<file path="config.mk">
export PLATFORM = sky130hd
export DESIGN_NAME = csa_in_dispatch_flat
export DESIGN_NICKNAME = d
export VERILOG_FILES = /design/src/rtl/csa_in_dispatch_if.sv /design/src/rtl/csa_in_dispatch.sv /design/src/flat_wrapper.sv
export SDC_FILE = /design/constraint.sdc
export NUM_CORES = 1
export LEC_CHECK = 0
export BUFFER_PORTS_ARGS = -buffer_cell sky130_fd_sc_hd__buf_2
export CAP_MARGIN = 20
export CORE_ASPECT_RATIO = 1.2
export CORE_MARGIN = 2
export CORE_UTILIZATION = 45
export DETAILED_ROUTE_END_ITERATION = 7
export GPL_TIMING_DRIVEN = 0
export PLACE_DENSITY = 0.72
export SYNTH_ARGS = -nofsm -noshare
export SYNTH_HDL_FRONTEND = slang
export SYNTH_SLANG_ARGS = --single-unit
</file>
<file path="constraint.sdc">
create_clock -name csa_calc_clk -period 2 [get_ports csa_calc_clk]
set_input_delay 0.4 -clock csa_calc_clk [delete_from_list [all_inputs] [get_ports csa_calc_clk]]
set_output_delay 0.4 -clock csa_calc_clk [all_outputs]
set_load 0.005 [all_outputs]
</file>
<file path="src/rtl/csa_in_dispatch_if.sv">
// Interface bundling the FIFO-side read port, the calc-instance start/busy
// handshake and the dispatch status/statistics outputs of csa_in_dispatch.
// The "master" modport is the dispatcher's view; "slave" is the environment
// (FIFO + calc instances + status consumer).
interface csa_in_dispatch_if #(
  parameter int AXI_DATA_WIDTH          = 32,
  parameter int CSA_IN_PARAMETER_LENGTH = 160,
  parameter int CSA_CALC_INST_NUM       = 4
);

  // FIFO side
  logic                               csa_in_r_ready;
  logic                               csa_in_ren;
  logic [AXI_DATA_WIDTH-1:0]          csa_in_rdata;

  // calc-instance side
  logic [CSA_CALC_INST_NUM-1:0]       calc_busy;
  logic [CSA_CALC_INST_NUM-1:0]       calc_start;
  logic [CSA_IN_PARAMETER_LENGTH-1:0] calc_param;

  // status / statistics
  logic                               dispatch_stall;
  logic [31:0]                        stat_dispatch_cnt;
  logic [31:0]                        stat_stall_cnt;

  modport master (
    input  csa_in_r_ready,
    input  csa_in_rdata,
    input  calc_busy,
    output csa_in_ren,
    output calc_start,
    output calc_param,
    output dispatch_stall,
    output stat_dispatch_cnt,
    output stat_stall_cnt
  );

  modport slave (
    output csa_in_r_ready,
    output csa_in_rdata,
    output calc_busy,
    input  csa_in_ren,
    input  calc_start,
    input  calc_param,
    input  dispatch_stall,
    input  stat_dispatch_cnt,
    input  stat_stall_cnt
  );

endinterface

</file>
<file path="src/rtl/csa_in_dispatch.sv">
// csa_in_dispatch: pops one bulk of WORDS FIFO words, assembles them into a
// CSA input parameter (word k -> bits [k*W +: W]) and hands it to the first
// free calc instance found round-robin, with a one-cycle start pulse.
//
// Optional feature: define CSA_IN_DISPATCH_STAT_EN to build the 32-bit
// dispatch and stall-cycle counters; otherwise both stat ports are tied to 0.
module csa_in_dispatch #(
  parameter int AXI_DATA_WIDTH          = 32,
  parameter int CSA_IN_PARAMETER_LENGTH = 160,
  parameter int CSA_CALC_INST_NUM       = 4
) (
  input  logic              csa_calc_clk,
  input  logic              rst_n,
  csa_in_dispatch_if.master bus
);

  localparam int WORDS = CSA_IN_PARAMETER_LENGTH / AXI_DATA_WIDTH;
  localparam int CNT_W = (WORDS > 1) ? $clog2(WORDS) : 1;
  localparam int PTR_W = (CSA_CALC_INST_NUM > 1) ? $clog2(CSA_CALC_INST_NUM) : 1;

  typedef enum logic [2:0] {
    IDLE      = 3'd0,
    READ      = 3'd1,
    WAIT_LAST = 3'd2,
    SELECT    = 3'd3,
    START     = 3'd4
  } state_t;

  state_t                             r_state;
  state_t                             w_state_nxt;
  logic [CNT_W-1:0]                   r_word_cnt;
  logic [CNT_W-1:0]                   r_cap_idx;
  logic                               r_ren_d;
  logic [PTR_W-1:0]                   r_rr_ptr;
  logic [PTR_W-1:0]                   r_sel;
  logic [CSA_IN_PARAMETER_LENGTH-1:0] r_param;

  logic                               w_ren;
  logic                               w_found;
  logic [PTR_W-1:0]                   w_pick;
  logic [PTR_W:0]                     w_idx;
  logic                               w_stall;
  logic [PTR_W-1:0]                   w_rr_nxt;

  // FSM state register
  // NOTE: sequential state is written with non-blocking (<=) so every flop samples pre-edge values; blocking here would create order-dependent simulation races.
  always_ff @(posedge csa_calc_clk or negedge rst_n) begin
    if (!rst_n) r_state <= IDLE;
    else        r_state <= w_state_nxt;
  end

  // Next-state logic: r_ready only matters in IDLE; SELECT holds until an instance is free
  // NOTE: the default assignment at the top keeps this block latch-free; any path that skipped a write would otherwise infer a latch.
  always_comb begin
    w_state_nxt = r_state;
    unique case (r_state)
      IDLE:      if (bus.csa_in_r_ready) w_state_nxt = READ;
      READ:      if (r_word_cnt == CNT_W'(WORDS - 1)) w_state_nxt = WAIT_LAST;
      WAIT_LAST: w_state_nxt = SELECT;
      SELECT:    if (w_found) w_state_nxt = START;
      START:     w_state_nxt = IDLE;
      default:   w_state_nxt = IDLE;
    endcase
  end

  // Round-robin search: first non-busy instance at or after r_rr_ptr, wrapping
  always_comb begin
    w_found = 1'b0;
    w_pick  = '0;
    w_idx   = '0;
    for (int k = 0; k < CSA_CALC_INST_NUM; k++) begin
      w_idx = {1'b0, r_rr_ptr} + (PTR_W + 1)'(k);
      if (w_idx >= (PTR_W + 1)'(CSA_CALC_INST_NUM)) w_idx = w_idx - (PTR_W + 1)'(CSA_CALC_INST_NUM);
      if (!w_found && !bus.calc_busy[w_idx[PTR_W-1:0]]) begin
        w_found = 1'b1;
        w_pick  = w_idx[PTR_W-1:0];
      end
    end
  end

  // Pointer advance after a start: (sel + 1) mod N
  assign w_rr_nxt = (r_sel == PTR_W'(CSA_CALC_INST_NUM - 1)) ? '0 : r_sel + PTR_W'(1);

  // Glitch-free outputs: pure decodes of the registered state / selection
  assign w_ren              = (r_state == READ);
  assign w_stall            = (r_state == SELECT) && !w_found;
  assign bus.csa_in_ren     = w_ren;
  assign bus.dispatch_stall = w_stall;
  assign bus.calc_start     = (r_state == START) ? (CSA_CALC_INST_NUM'(1) << r_sel) : '0;
  assign bus.calc_param     = r_param;

  // Datapath: word counter, delayed pop qualifier, word capture, selection and rr pointer
  // NOTE: r_param is a single wide register, not a memory array, so it takes the async reset like every other output-facing flop.
  always_ff @(posedge csa_calc_clk or negedge rst_n) begin
    if (!rst_n) begin
      r_word_cnt <= '0;
      r_cap_idx  <= '0;
      r_ren_d    <= 1'b0;
      r_rr_ptr   <= '0;
      r_sel      <= '0;
      r_param    <= '0;
    end else begin
      // Read data returns one cycle after the pop, so remember which slot it belongs to
      r_ren_d   <= w_ren;
      r_cap_idx <= r_word_cnt;

      if (r_state == IDLE) begin
        r_word_cnt <= '0;
      end else if (r_state == READ && r_word_cnt != CNT_W'(WORDS - 1)) begin
        r_word_cnt <= r_word_cnt + CNT_W'(1);
      end

      if (r_ren_d) begin
        r_param[int'(r_cap_idx) * AXI_DATA_WIDTH +: AXI_DATA_WIDTH] <= bus.csa_in_rdata;
      end

      // Selection uses calc_busy as seen at the deciding edge
      if (r_state == SELECT && w_found) r_sel <= w_pick;

      if (r_state == START) r_rr_ptr <= w_rr_nxt;
    end
  end

`ifdef CSA_IN_DISPATCH_STAT_EN
  logic [31:0] r_stat_dispatch_cnt;
  logic [31:0] r_stat_stall_cnt;

  // Statistics: dispatches and stall cycles, free-running with natural 32-bit wrap
  always_ff @(posedge csa_calc_clk or negedge rst_n) begin
    if (!rst_n) begin
      r_stat_dispatch_cnt <= '0;
      r_stat_stall_cnt    <= '0;
    end else begin
      if (r_state == START) r_stat_dispatch_cnt <= r_stat_dispatch_cnt + 32'd1;
      if (w_stall)          r_stat_stall_cnt    <= r_stat_stall_cnt + 32'd1;
    end
  end

  assign bus.stat_dispatch_cnt = r_stat_dispatch_cnt;
  assign bus.stat_stall_cnt    = r_stat_stall_cnt;
`else
  assign bus.stat_dispatch_cnt = '0;
  assign bus.stat_stall_cnt    = '0;
`endif

endmodule

</file>
<file path="src/flat_wrapper.sv">
// flat-port wrapper written by rule: the top's interface ports become plain ports
module csa_in_dispatch_flat 
#(
  parameter int AXI_DATA_WIDTH          = 32,
  parameter int CSA_IN_PARAMETER_LENGTH = 160,
  parameter int CSA_CALC_INST_NUM       = 4
)
  (csa_calc_clk, rst_n, bus_csa_in_r_ready, bus_csa_in_rdata, bus_calc_busy, bus_csa_in_ren, bus_calc_start, bus_calc_param, bus_dispatch_stall, bus_stat_dispatch_cnt, bus_stat_stall_cnt);
  csa_in_dispatch_if #(.AXI_DATA_WIDTH(AXI_DATA_WIDTH), .CSA_IN_PARAMETER_LENGTH(CSA_IN_PARAMETER_LENGTH), .CSA_CALC_INST_NUM(CSA_CALC_INST_NUM)) bus_i ();
  input  logic csa_calc_clk;
  input  logic rst_n;
  input wire logic [$bits(bus_i.csa_in_r_ready)-1:0] bus_csa_in_r_ready;
  input wire logic [$bits(bus_i.csa_in_rdata)-1:0] bus_csa_in_rdata;
  input wire logic [$bits(bus_i.calc_busy)-1:0] bus_calc_busy;
  output wire logic [$bits(bus_i.csa_in_ren)-1:0] bus_csa_in_ren;
  output wire logic [$bits(bus_i.calc_start)-1:0] bus_calc_start;
  output wire logic [$bits(bus_i.calc_param)-1:0] bus_calc_param;
  output wire logic [$bits(bus_i.dispatch_stall)-1:0] bus_dispatch_stall;
  output wire logic [$bits(bus_i.stat_dispatch_cnt)-1:0] bus_stat_dispatch_cnt;
  output wire logic [$bits(bus_i.stat_stall_cnt)-1:0] bus_stat_stall_cnt;
  assign bus_i.csa_in_r_ready = bus_csa_in_r_ready;
  assign bus_i.csa_in_rdata = bus_csa_in_rdata;
  assign bus_i.calc_busy = bus_calc_busy;
  assign bus_csa_in_ren = bus_i.csa_in_ren;
  assign bus_calc_start = bus_i.calc_start;
  assign bus_calc_param = bus_i.calc_param;
  assign bus_dispatch_stall = bus_i.dispatch_stall;
  assign bus_stat_dispatch_cnt = bus_i.stat_dispatch_cnt;
  assign bus_stat_stall_cnt = bus_i.stat_stall_cnt;
  csa_in_dispatch #(.AXI_DATA_WIDTH(AXI_DATA_WIDTH), .CSA_IN_PARAMETER_LENGTH(CSA_IN_PARAMETER_LENGTH), .CSA_CALC_INST_NUM(CSA_CALC_INST_NUM)) u_core (.csa_calc_clk(csa_calc_clk), .rst_n(rst_n), .bus(bus_i));
endmodule
</file>
==> flow_metrics.tcl <==
set metrics [dict create \
    tritoncts.num_buffers 17 \
    port-buffer-count 204 \
    start_util_pct 45.9 \
    post_drt_via_cell_ratio 4.78 \
    place_ws_ns -0.364 \
    crit_top_cell "ha_4" \
    core_area_um2 16300 \
    fin_util_pct 61.5 \
    startpoint_type "flop" \
    slew_headroom_pct 62.1 \
    final_cell_mix "buf_2, dfrtp_1, mux2_2" \
    arrival_ns 2.35 \
    cts_sinks 174 \
    route.vias.total 5039 \
    period_needed_ns 2.04 \
    setup_tns_ns -0.426 \
    rr_startpoint "u_core.r_cap_idx[0]" \
    achievable-frequency_mhz 490 \
    max_stage_delay_ns 0.37 \
    wl_per_cell_um 16.8 \
    syn-cell-area_um2 7470 \
    leakage_nw 5.25 \
    grt_antenna_before_repair 0 \
    violations "setup timing" \
    postRouteWirelength_mm 17.7 \
    ios 269 \
    cp.required_ns 2.31 \
    postRouteAntennaNets 0 \
    grt_usage_pct 20.5 \
    fin_area_um2 10000 \
    clk_latency_ns 0.43 \
    area_growth_pct 34.0 \
    routabilityCongestion 0.714 \
    dpl_cell_area_um2 9050 \
    r2r_cells 8 \
    cts.clk_slew.worst_paths_ns 0.07 \
    vdd.ir_drop.worst_mv 0.665 \
    power.density_nw_per_um2 1490 \
    setup_viol 24 \
    die_y_um 145 \
    skew_ns 0.00529 \
    finalHoldViolCount 0 \
    grt_pass1_wl_mm 27.9 \
    dieArea_um2 17600 \
    hold_class "input pin to flop" \
    drt_iter0_markers 179 \
    antenna_cells 0 \
    grt_start_max_net_pins 102 \
    timing.rr.end "u_core.bus.calc_param[138]" \
    crit_type "flop to flop" \
    worst_pin_slew_ns 0.569 \
    die-width_um 122 \
    grt_pass1_vias 5298 \
    endpoint_kind "flop" \
    clk_path_buf_depth 2 \
    h-tree-depth 4 \
    drv_slew 0 \
    crit_slowest_cell "dfrtp_1" \
    rsz0062_at_grt "yes" \
    avgSynthCellArea_um2 14.3 \
    crit_chain "inv_2 > ha_4 > ha_4 > and4bb_1 > nor3b_4 > buf_6 > buf_12 > mux2_2" \
    yosys_warnings 0 \
    cts_tree "yes" \
    final.setup.worst_slack_ns -0.0418 \
    row_count 51 \
    syn_inst 523 \
    path_max_fanout 10 \
    final_common_cell "buf_2" \
    post-route-drc-count 0 \
    finalNetCount 878 \
    synth_seq_cells 174 \
    seq_area_frac_synth_pct 58.3 \
    drive_gt1_share_pct 60.5 \
    r2r_slack_ns -0.04 \
    dr.pass1.iters 4 \
    crit_end "u_core.bus.calc_param[138]" \
    grt_overflow_total 0 \
    dpl.hpwl_mm 12.8 \
    ys_types 36 \
    root_buffer "clkbuf_16" \
    drv_cap 0 \
    post-route-period-util_pct 102 \
    cp-startpoint "u_core.r_cap_idx[0]" \
    status "finished with violations" \
]
## critical path: cells and delay by family, from the launching register on
kind / cells / cell delay (ns)
adders and majority gates: 2 / 0.43
and+or+nand+nor: 2 / 0.45
buffers and inverters: 3 / 0.35
muxes: 1 / 0.33
DFF: 1 / 0.37
## report_power, final
group | leakage [nW] | switching [mW] | internal (mW)
Sequential | 2.18 | 0.906 | 5.15
Combinational | 2.80 | 2.40 | 3.22
Clock | 0.278 | 1.40 | 1.87
Total | 5.25 | 4.70 | 10.2
## cell usage after synthesis
cell	instances	share of area, %
nor3b_1	2	0.20
nor2_1	6	0.30
and4bb_1	1	0.17
inv_1	10	0.50
a211oi_1	1	0.10
nor3b_4	1	0.25
o21bai_1	1	0.10
nand2b_1	1	0.084
nand3_1	1	0.067
dfrtp_1	174	58
and4b_1	1	0.13
or3_1	1	0.084
a21oi_1	2	0.13
and4_1	1	0.12
ha_1	9	1.5
nor2b_1	2	0.17
buf_6	3	0.45
conb_1	1	0.050
buf_4	67	6.7
o221a_2	1	0.15
buf_2	11	0.74
and2_1	37	3.1
o31ai_1	4	0.40
nand2_1	4	0.20
and3_1	1	0.084
o21ai_0	4	0.27
o21a_1	1	0.10
nand3b_1	1	0.10
a222oi_1	1	0.13
mux2i_1	2	0.27
mux2_2	157	24
mux2_1	5	0.75
nand4_1	2	0.17
o22ai_1	1	0.084
nor3_1	2	0.13
clkbuf_1	4	0.20
## state kept, by name (all words and copies together) (netlist names)
register	cells
u_core.bus.calc_param	160
u_core.r_cap_idx	3
u_core.r_ren_d	1
u_core.r_rr_ptr	2
u_core.r_sel	2
u_core.r_state	3
u_core.r_word_cnt	3
## through the flow
| stage | instances | hold WS, ns | total power [mW] |
|---|---|---|---|
| after floorplan | 586 | 0.104 | 8.80 |
| after global placement | 1002 | 0.421 | 11.0 |
| after detailed placement | 1003 | 0.407 | 11.4 |
| after CTS | 1048 | 0.220 | 15.0 |
| after global routing | 1055 | 0.228 | 15.9 |
| final | 1055 | 0.240 | 14.9 |
## area by class of cell
cell class | count | area [um2]
clock buffer | 18 | 429
inverter | 10 | 37.5
sequential | 174 | 4350
timing repair buffer | 226 | 1250
fill | 1307 | 6260
buffer | 84 | 673
tap | 212 | 265
clock inverter | 14 | 158
multi-input combinational | 317 | 2840
## per-layer routing
layer  up-vias  GRT usage [%]  wire length, um
met2       186           36.6             9280
met5         -              0                0
met3        20           5.66             1120
met4         0           6.90              297
li1       2296              -                -
met1      2537           23.3             6980
## what timing repair did
action,4_1_cts,5_1_grt
hold buffers,1,0
buffers inserted,12,6
gates resized for setup,37,26
gates cloned,1,1
hold endpoints to repair,73,0
pin swaps,4,3
setup endpoints to repair,161,121
## worst min-delay path by stage
stage                         start                         end  slack (ns)  depth (start not counted)
6_report       bus_csa_in_rdata[18]   u_core.bus.calc_param[50]        0.24                          2
4_1_cts        bus_csa_in_rdata[27]   u_core.bus.calc_param[27]        0.22                          2
3_5_place_dp                  rst_n  u_core.bus.calc_param[101]        0.41                          1
3_3_place_gp   u_core.r_word_cnt[1]         u_core.r_cap_idx[1]        0.42                          0
5_1_grt        bus_csa_in_rdata[29]  u_core.bus.calc_param[125]        0.23                          2
2_1_floorplan                 rst_n    u_core.bus.calc_param[0]        0.10                          0
## cell families (layout without fill, tap and decap cells)
family,after synthesis,count (layout),synth area share [%]
fa+ha+maj,9,9,1.51
flops,174,174,58.3
other cells,1,64,0.0502
simple gates,64,64,5.36
compound gates,16,16,1.47
mux,164,164,24.7
buf+inv,95,352,8.63
(Power assumes the default switching activity.)
